File: config.mk
export PLATFORM = sky130hd
export DESIGN_NAME = mac_sequencer
export DESIGN_NICKNAME = d
export VERILOG_FILES = /design/src/rtl/mac_sequencer.sv
export SDC_FILE = /design/constraint.sdc
export NUM_CORES = 1
export LEC_CHECK = 0
export ABC_CLOCK_PERIOD_IN_PS = 2700
export CORE_MARGIN = 3
export CORE_UTILIZATION = 40
export DETAILED_ROUTE_END_ITERATION = 12
export PLACE_DENSITY = 0.78
export SLEW_MARGIN = 20
export SYNTH_ARGS = -nofsm -noshare
export SYNTH_HDL_FRONTEND = slang
export SYNTH_SLANG_ARGS = --single-unit
File: constraint.sdc
create_clock -name clk -period 2.7 [get_ports clk]
set_input_delay 0.405 -clock clk [delete_from_list [all_inputs] [get_ports clk]]
set_output_delay 0.405 -clock clk [all_outputs]
set_load 0.02 [all_outputs]
File: src/rtl/mac_sequencer.sv
// -----------------------------------------------------------------------------
// mac_sequencer
//   Sequences one 3x3 multiply-accumulate job. A job request latches a channel
//   count. One 9-lane operand pair is issued to an external multiplier and
//   adder tree per accepted input. The tree_sum values that come back are
//   accumulated, and the total is presented on a valid/ready output.
//
//   Build option: define MAC_SAT_EN to clamp every accumulation to the signed
//   ACC_W range. Without it the accumulator wraps modulo 2^ACC_W.
//
// Parameters
//   TREE_LAT  cycles from mul_md/mul_mr presentation to the matching tree_sum (>=1)
//   ACC_W     accumulator / result width
//   CH_W      channel count width
//
// Ports
//   clk, reset           single rising-edge clock, synchronous active-high reset
//   cfg_valid/cfg_ready  job request handshake, cfg_nch = number of windows
//   in_valid/in_ready    operand pair handshake, in_md/in_mr = 9 x s8, lane 0 in [71:64]
//   mul_md, mul_mr       registered operands to the multiplier (zero when idle)
//   tree_sum             signed sum of nine products, TREE_LAT cycles after issue
//   out_valid/out_ready  result handshake, out_data = signed accumulated result
//   busy                 high whenever a job is in progress
// -----------------------------------------------------------------------------
module mac_sequencer #(
   parameter int TREE_LAT = 2,
   parameter int ACC_W    = 32,
   parameter int CH_W     = 8
) (
   input  logic             clk,
   input  logic             reset,
   input  logic             cfg_valid,
   output logic             cfg_ready,
   input  logic [CH_W-1:0]  cfg_nch,
   input  logic             in_valid,
   output logic             in_ready,
   input  logic [71:0]      in_md,
   input  logic [71:0]      in_mr,
   output logic [71:0]      mul_md,
   output logic [71:0]      mul_mr,
   input  logic [19:0]      tree_sum,
   output logic             out_valid,
   input  logic             out_ready,
   output logic [ACC_W-1:0] out_data,
   output logic             busy
);

   typedef enum logic [1:0] {
      IDLE  = 2'd0,
      RUN   = 2'd1,
      DRAIN = 2'd2,
      OUT   = 2'd3
   } state_t;

`ifdef MAC_SAT_EN
   localparam int WIDE_W = ACC_W + 21;
   localparam logic signed [WIDE_W-1:0] SAT_MAX = {{22{1'b0}}, {(ACC_W-1){1'b1}}};
   localparam logic signed [WIDE_W-1:0] SAT_MIN = {{22{1'b1}}, {(ACC_W-1){1'b0}}};

   // Adds one tree sum to the accumulator and clamps to the signed ACC_W range.
   // The sum is formed wide enough that it can never overflow.
   function automatic logic [ACC_W-1:0] acc_add(input logic [ACC_W-1:0] a,
                                                input logic [19:0]      t);
      logic signed [WIDE_W-1:0] wide_v;
      wide_v = WIDE_W'($signed(a)) + WIDE_W'($signed(t));
      if (wide_v > SAT_MAX) begin
         return {1'b0, {(ACC_W-1){1'b1}}};
      end else if (wide_v < SAT_MIN) begin
         return {1'b1, {(ACC_W-1){1'b0}}};
      end else begin
         return wide_v[ACC_W-1:0];
      end
   endfunction
`else
   // Adds one sign-extended tree sum to the accumulator. The result wraps modulo 2^ACC_W.
   function automatic logic [ACC_W-1:0] acc_add(input logic [ACC_W-1:0] a,
                                                input logic [19:0]      t);
      return a + ACC_W'($signed(t));
   endfunction
`endif

   state_t               state_r, state_s;
   logic [CH_W-1:0]      nch_r, nch_s;
   logic [CH_W-1:0]      issued_r, issued_s;
   logic [CH_W-1:0]      done_r, done_s;
   logic [ACC_W-1:0]     acc_r, acc_s;
   // tag_r[i] marks an issue whose tree_sum arrives i+1 cycles after the
   // multiplier stage. The top bit lines up with tree_sum.
   logic [TREE_LAT-1:0]  tag_r, tag_s;
   logic                 mul_vld_r, mul_vld_s;
   logic [71:0]          mul_md_r, mul_md_s;
   logic [71:0]          mul_mr_r, mul_mr_s;
   logic                 cfg_ready_r, cfg_ready_s;
   logic                 in_ready_r, in_ready_s;
   logic                 out_valid_r, out_valid_s;
   logic                 busy_r, busy_s;
   logic [ACC_W-1:0]     out_data_r, out_data_s;

   assign cfg_ready = cfg_ready_r;
   assign in_ready  = in_ready_r;
   assign out_valid = out_valid_r;
   assign busy      = busy_r;
   assign out_data  = out_data_r;
   assign mul_md    = mul_md_r;
   assign mul_mr    = mul_mr_r;

   // Next-state, datapath and registered-output decode.
   always_comb begin
      state_s   = state_r;
      nch_s     = nch_r;
      issued_s  = issued_r;
      mul_vld_s = 1'b0;
      mul_md_s  = 72'd0;
      mul_mr_s  = 72'd0;
      tag_s     = (tag_r << 1'b1) | TREE_LAT'(mul_vld_r);

      // A tree_sum only counts when a tag says it belongs to the current job.
      if (tag_r[TREE_LAT-1] && ((state_r == RUN) || (state_r == DRAIN))) begin
         acc_s  = acc_add(acc_r, tree_sum);
         done_s = done_r + CH_W'(1'b1);
      end else begin
         acc_s  = acc_r;
         done_s = done_r;
      end

      case (state_r)
         IDLE: begin
            if (cfg_valid) begin
               nch_s    = cfg_nch;
               issued_s = {CH_W{1'b0}};
               done_s   = {CH_W{1'b0}};
               acc_s    = {ACC_W{1'b0}};
               tag_s    = {TREE_LAT{1'b0}};
               if (cfg_nch != {CH_W{1'b0}}) begin
                  state_s = RUN;
               end else begin
                  state_s = OUT;
               end
            end else begin
               state_s = IDLE;
            end
         end
         RUN: begin
            if (in_valid && in_ready_r) begin
               mul_vld_s = 1'b1;
               mul_md_s  = in_md;
               mul_mr_s  = in_mr;
               issued_s  = issued_r + CH_W'(1'b1);
               if (issued_s == nch_r) begin
                  state_s = DRAIN;
               end else begin
                  state_s = RUN;
               end
            end else begin
               state_s = RUN;
            end
         end
         DRAIN: begin
            if (tag_r[TREE_LAT-1] && (done_s == nch_r)) begin
               state_s = OUT;
            end else begin
               state_s = DRAIN;
            end
         end
         OUT: begin
            if (out_ready && out_valid_r) begin
               state_s = IDLE;
            end else begin
               state_s = OUT;
            end
         end
         default: begin
            state_s = IDLE;
         end
      endcase

      cfg_ready_s = (state_s == IDLE);
      in_ready_s  = (state_s == RUN) && (issued_s < nch_s);
      out_valid_s = (state_s == OUT);
      busy_s      = (state_s != IDLE);
      // Capture the total on entry to OUT. The accumulator is frozen there, so the value holds.
      if (state_s == OUT) begin
         out_data_s = acc_s;
      end else begin
         out_data_s = out_data_r;
      end
   end

   // State, datapath and output registers with synchronous reset.
   always_ff @(posedge clk) begin
      if (reset) begin
         state_r     <= IDLE;
         nch_r       <= {CH_W{1'b0}};
         issued_r    <= {CH_W{1'b0}};
         done_r      <= {CH_W{1'b0}};
         acc_r       <= {ACC_W{1'b0}};
         tag_r       <= {TREE_LAT{1'b0}};
         mul_vld_r   <= 1'b0;
         mul_md_r    <= 72'd0;
         mul_mr_r    <= 72'd0;
         cfg_ready_r <= 1'b1;
         in_ready_r  <= 1'b0;
         out_valid_r <= 1'b0;
         busy_r      <= 1'b0;
         out_data_r  <= {ACC_W{1'b0}};
      end else begin
         state_r     <= state_s;
         nch_r       <= nch_s;
         issued_r    <= issued_s;
         done_r      <= done_s;
         acc_r       <= acc_s;
         tag_r       <= tag_s;
         mul_vld_r   <= mul_vld_s;
         mul_md_r    <= mul_md_s;
         mul_mr_r    <= mul_mr_s;
         cfg_ready_r <= cfg_ready_s;
         in_ready_r  <= in_ready_s;
         out_valid_r <= out_valid_s;
         busy_r      <= busy_s;
         out_data_r  <= out_data_s;
      end
   end

endmodule

==> flow_summary_export.csv <==
group,metric,value,unit
place,dp.cells,1770,
power_and_ir_drop,ir_drop,0.5419,mV
clock_tree,clkLatencyLatePin,510,ps
power_and_ir_drop,leakage,6.628,nW
worst_setup_path,crit_path_max_incr_delay,390,ps
die,fp-row-count,56,
place,gp_congestion,0.8803,
sta,final_max_slew_viol_count,0,
die,initial_core_util,41.03,%
worst_setup_path,required,3100,ps
sta,rsz0062_at_grt,"yes",
die,core,23610,sq um
sta,final.setup.tns,-2858,ps
worst_setup_path,critPathKind,"reg2reg",
power_and_ir_drop,comb_power_share,10.1,%
cells_and_area,fin_util,67.82,%
clock_tree,hold_buffers,0,
cells_and_area,nets,1712,
cells_and_area,area_delta_synth_final,65.28,%
logic_synthesis,synth_edf_count,0,
route,dr.pass1.iters,4,
sta,relSlewSlack,64.91,%
cells_and_area,stdcell_area,16010,sq um
cells_and_area,nFillCells,1862,
clock_tree,clk_pin_slew,60,ps
sta,final.setup.worst_slack,-128.5,ps
worst_setup_path,r2r-end,"out_data[15]",
logic_synthesis,ys_seq_elements,241,
worst_setup_path,worst_setup_path_start_kind,"register",
route,drt_iter0_drc,404,
global_route,track_usage,24.09,%
place,io_buffer_count,356,
sta,post-route-period-util,104.8,%
sta,fin_worst_skew,8.764,ps
sta,fin_crit,2829,ps
place,pre_cts_ws,-705.2,ps
worst_setup_path,cp.arrival,3230,ps
route,vias_per_cell,4.898,
power_and_ir_drop,power.share.clock,45.8,%
worst_setup_path,cp_max_fo,7,
worst_setup_path,reg2reg_slack,-130,ps
worst_setup_path,crit_buf_inv,3,
die,die_w,161.6,microns
power_and_ir_drop,p_seq_share,44.0,%
sta,worstMarginPinSlew,524.4,ps
power_and_ir_drop,p_per_area,513.5,nW/um^2
place,dpl.hpwl,26120,microns
hold_path,hold_path_class,"in2reg",
global_route,grt_pass1_vias,9011,
logic_synthesis,postSynthNetCount,1209,
route,wl,33290,microns
clock_tree,cts_htree_levels,1,
worst_setup_path,worst-r2r-cell-count,13,
sta,fmax,353.5,MHz
worst_setup_path,cp_cell_sequence,"inv_2, ha_4, and3_4, or3_4, a21oi_2, nand4_1, o41ai_2, a31oi_2, buf_4, nor2_8, clkbuf_16, mux2i_1, nor2_1",
worst_setup_path,rr_startpoint,"state_r[0]",
power_and_ir_drop,intPower,6.457,mW
clock_tree,numCtsBuffers,26,
job,max_cap_viol_count,0,
global_route,antenna_found_initial,6,
power_and_ir_drop,sw_frac_of_total,21.47,%
global_route,grt-ovfl-total,0,
clock_tree,clockBufferDepth,3,
place,place_area,14680,sq um
logic_synthesis,syn_avg_cell_area,9.817,sq um
worst_setup_path,cpMaxStageDelayCell,"o41ai_2",
logic_synthesis,synthCells,987,
route,vias,8939,
run_status,status,"complete, but fails checks",
sta,setup-violations-final,32,
clock_tree,cts_root_buffer,"clkbuf_16",
die,fp.dieH,161.6,microns
hold_path,hp-start,"reset",
die,io_pins,357,
worst_setup_path,path_delay_family,"simple AND/OR/NAND/NOR gates",
hold_path,min_path_cells,2,
hold_path,min_to,"issued_r[0]",
cells_and_area,drive_above_1_share,17.73,%
global_route,grt_max_degree,82,
run_status,violations,"negative setup slack",
logic_synthesis,ys_warn_count,0,
global_route,grt_pass1_wl,49670,microns
logic_synthesis,yosys_most_used_dff,"dfxtp_1",
logic_synthesis,ys_types,60,
route,remaining_drc_errors,0,
die,die_area,26130,sq um
route,final_antenna_net_count,0,
route,wl_per_cell,18.24,microns
clock_tree,cts.sinks,241,
power_and_ir_drop,p_switching,1.766,mW
logic_synthesis,syn_area,9689,sq um
cells_and_area,seqCellArea,4832,sq um
clock_tree,cts_tree,"done",
cells_and_area,multi_input_area,4893,sq um
cells_and_area,diodes,0,
logic_synthesis,async_reset_ff_share,0,%
cells_and_area,instances_no_fill,1825,
sta,hold_viol_final,0,
logic_synthesis,synth_seq_area_share,49.79,%
worst_setup_path,endpoint_kind,"register",
per-layer routing:
| metal | share of wire [%] | up-vias | GRT usage [%] |
|---|---|---|---|
| met5 | 0.22 | - | 0 |
| met4 | 3.6 | 12 | 8.065 |
| met3 | 8.1 | 74 | 7.797 |
| met2 | 51 | 313 | 44.32 |
| met1 | 38 | 4127 | 26.05 |
| li1 | - | 4413 | - |
per-stage QoR:
step	hold WS, ps	total power [mW]
2_1_floorplan	405.7	3.978
4_1_cts	231.9	8.280
3_3_place_gp	409.2	4.479
6_report	239.0	8.223
5_1_grt	244.3	8.501
3_5_place_dp	416.1	4.490
cell usage in the layout (no fill, tap or decap), types with 7 or more instances in the layout:
cell,n
nor2b_1,12
o21ai_0,36
xnor2_1,21
nand2_1,32
nand4_1,10
a21oi_1,46
and2_1,152
dfxtp_1,235
inv_1,12
clkbuf_16,29
nor2_1,78
a21o_1,19
buf_4,154
o2bb2ai_1,8
mux2i_1,34
xor2_1,17
nand2b_1,7
nor3_1,13
nand3_1,18
ha_1,38
clkdlybuf4s50_1,354
and3_1,10
registers in the layout, indices dropped and copies added, names as in the netlist, 8 cells and up:
name      count
nch_r         8
acc_r        32
mul_mr       72
done_r        8
out_data     32
mul_md       72
issued_r      8
power by group through the flow:
stage	Clock [mW]	Combinational (mW)	Sequential, mW
after CTS	3.84	0.817	3.62
after floorplan	0	0.247	3.73
final	3.77	0.834	3.62
after global routing	3.98	0.897	3.62
after detailed placement	0	0.792	3.70
after global placement	0	0.781	3.70
cell type report:
cell class | instances | area share [%]
Timing Repair Buffer | 522 | 30.71
Multi-Input combinational cell | 684 | 30.56
Sequential cell | 241 | 30.17
Clock buffer | 37 | 4.829
Tap cell | 319 | 2.492
Clock inverter | 7 | 0.8829
Inverter | 15 | 0.3516
worst max path at each step:
stage	from	to	slack, ps	cells past startpoint
6_report	state_r[0]	out_data[15]	-130	13
5_1_grt	state_r[1]	out_data[17]	-240	13
4_1_cts	state_r[1]	out_data[11]	-80	11
3_5_place_dp	tree_sum[0]	out_data[22]	-710	12
3_3_place_gp	tree_sum[0]	out_data[22]	-690	12
2_1_floorplan	tree_sum[8]	out_data[27]	8	10
Yosys cell counts (2+ instances only):
master | n | share of area [%]
nor2_1 | 80 | 3.1
xor3_1 | 2 | 0.49
o21ai_1 | 3 | 0.15
a311oi_1 | 2 | 0.18
o31ai_1 | 4 | 0.31
nand2_1 | 35 | 1.4
mux2i_1 | 35 | 3.6
nand4_1 | 10 | 0.65
ha_1 | 44 | 5.7
a211o_1 | 3 | 0.27
clkbuf_1 | 36 | 1.4
o41ai_1 | 2 | 0.18
and4_1 | 4 | 0.36
o211ai_1 | 5 | 0.39
nand3_1 | 20 | 1.0
a21o_1 | 19 | 1.5
a31oi_1 | 7 | 0.45
o21a_1 | 5 | 0.39
o21ai_0 | 41 | 2.1
xnor2_1 | 22 | 2.0
a22o_1 | 3 | 0.27
a211oi_1 | 6 | 0.46
o2111ai_1 | 6 | 0.54
dfxtp_1 | 241 | 50
or4_1 | 2 | 0.15
a21oi_1 | 52 | 2.7
a21boi_0 | 4 | 0.31
o211a_1 | 2 | 0.21
nor3_1 | 13 | 0.67
xor2_1 | 20 | 1.8
or3_1 | 4 | 0.26
nor4_1 | 3 | 0.19
o2bb2ai_1 | 11 | 0.99
nor3b_1 | 6 | 0.46
inv_1 | 15 | 0.58
and2_1 | 152 | 9.8
o22ai_1 | 3 | 0.19
nand2b_1 | 7 | 0.45
o21bai_1 | 5 | 0.39
or2_2 | 4 | 0.26
o31a_1 | 2 | 0.18
buf_1 | 4 | 0.15
nor2b_1 | 12 | 0.77
buf_2 | 5 | 0.26
and3_1 | 11 | 0.71
kinds of logic after synthesis:
family | Yosys count | share of synthesized area [%]
flops | 241 | 49.79
fa+ha+maj | 45 | 5.888
buf+inv | 62 | 2.583
compound gates | 193 | 12.97
simple gates | 366 | 20.64
mux | 35 | 3.616
xor+xnor | 45 | 4.520
what timing repair did:
| action | 4_1_cts | 5_1_grt |
|---|---|---|
| setup endpoints to repair | 41 | 45 |
| gates cloned | 1 | 2 |
| resized for setup | 26 | 52 |
| pin swaps | 10 | 23 |
| setup buffers | 4 | 6 |
No activity file was read; power rests on OpenSTA's default activity.
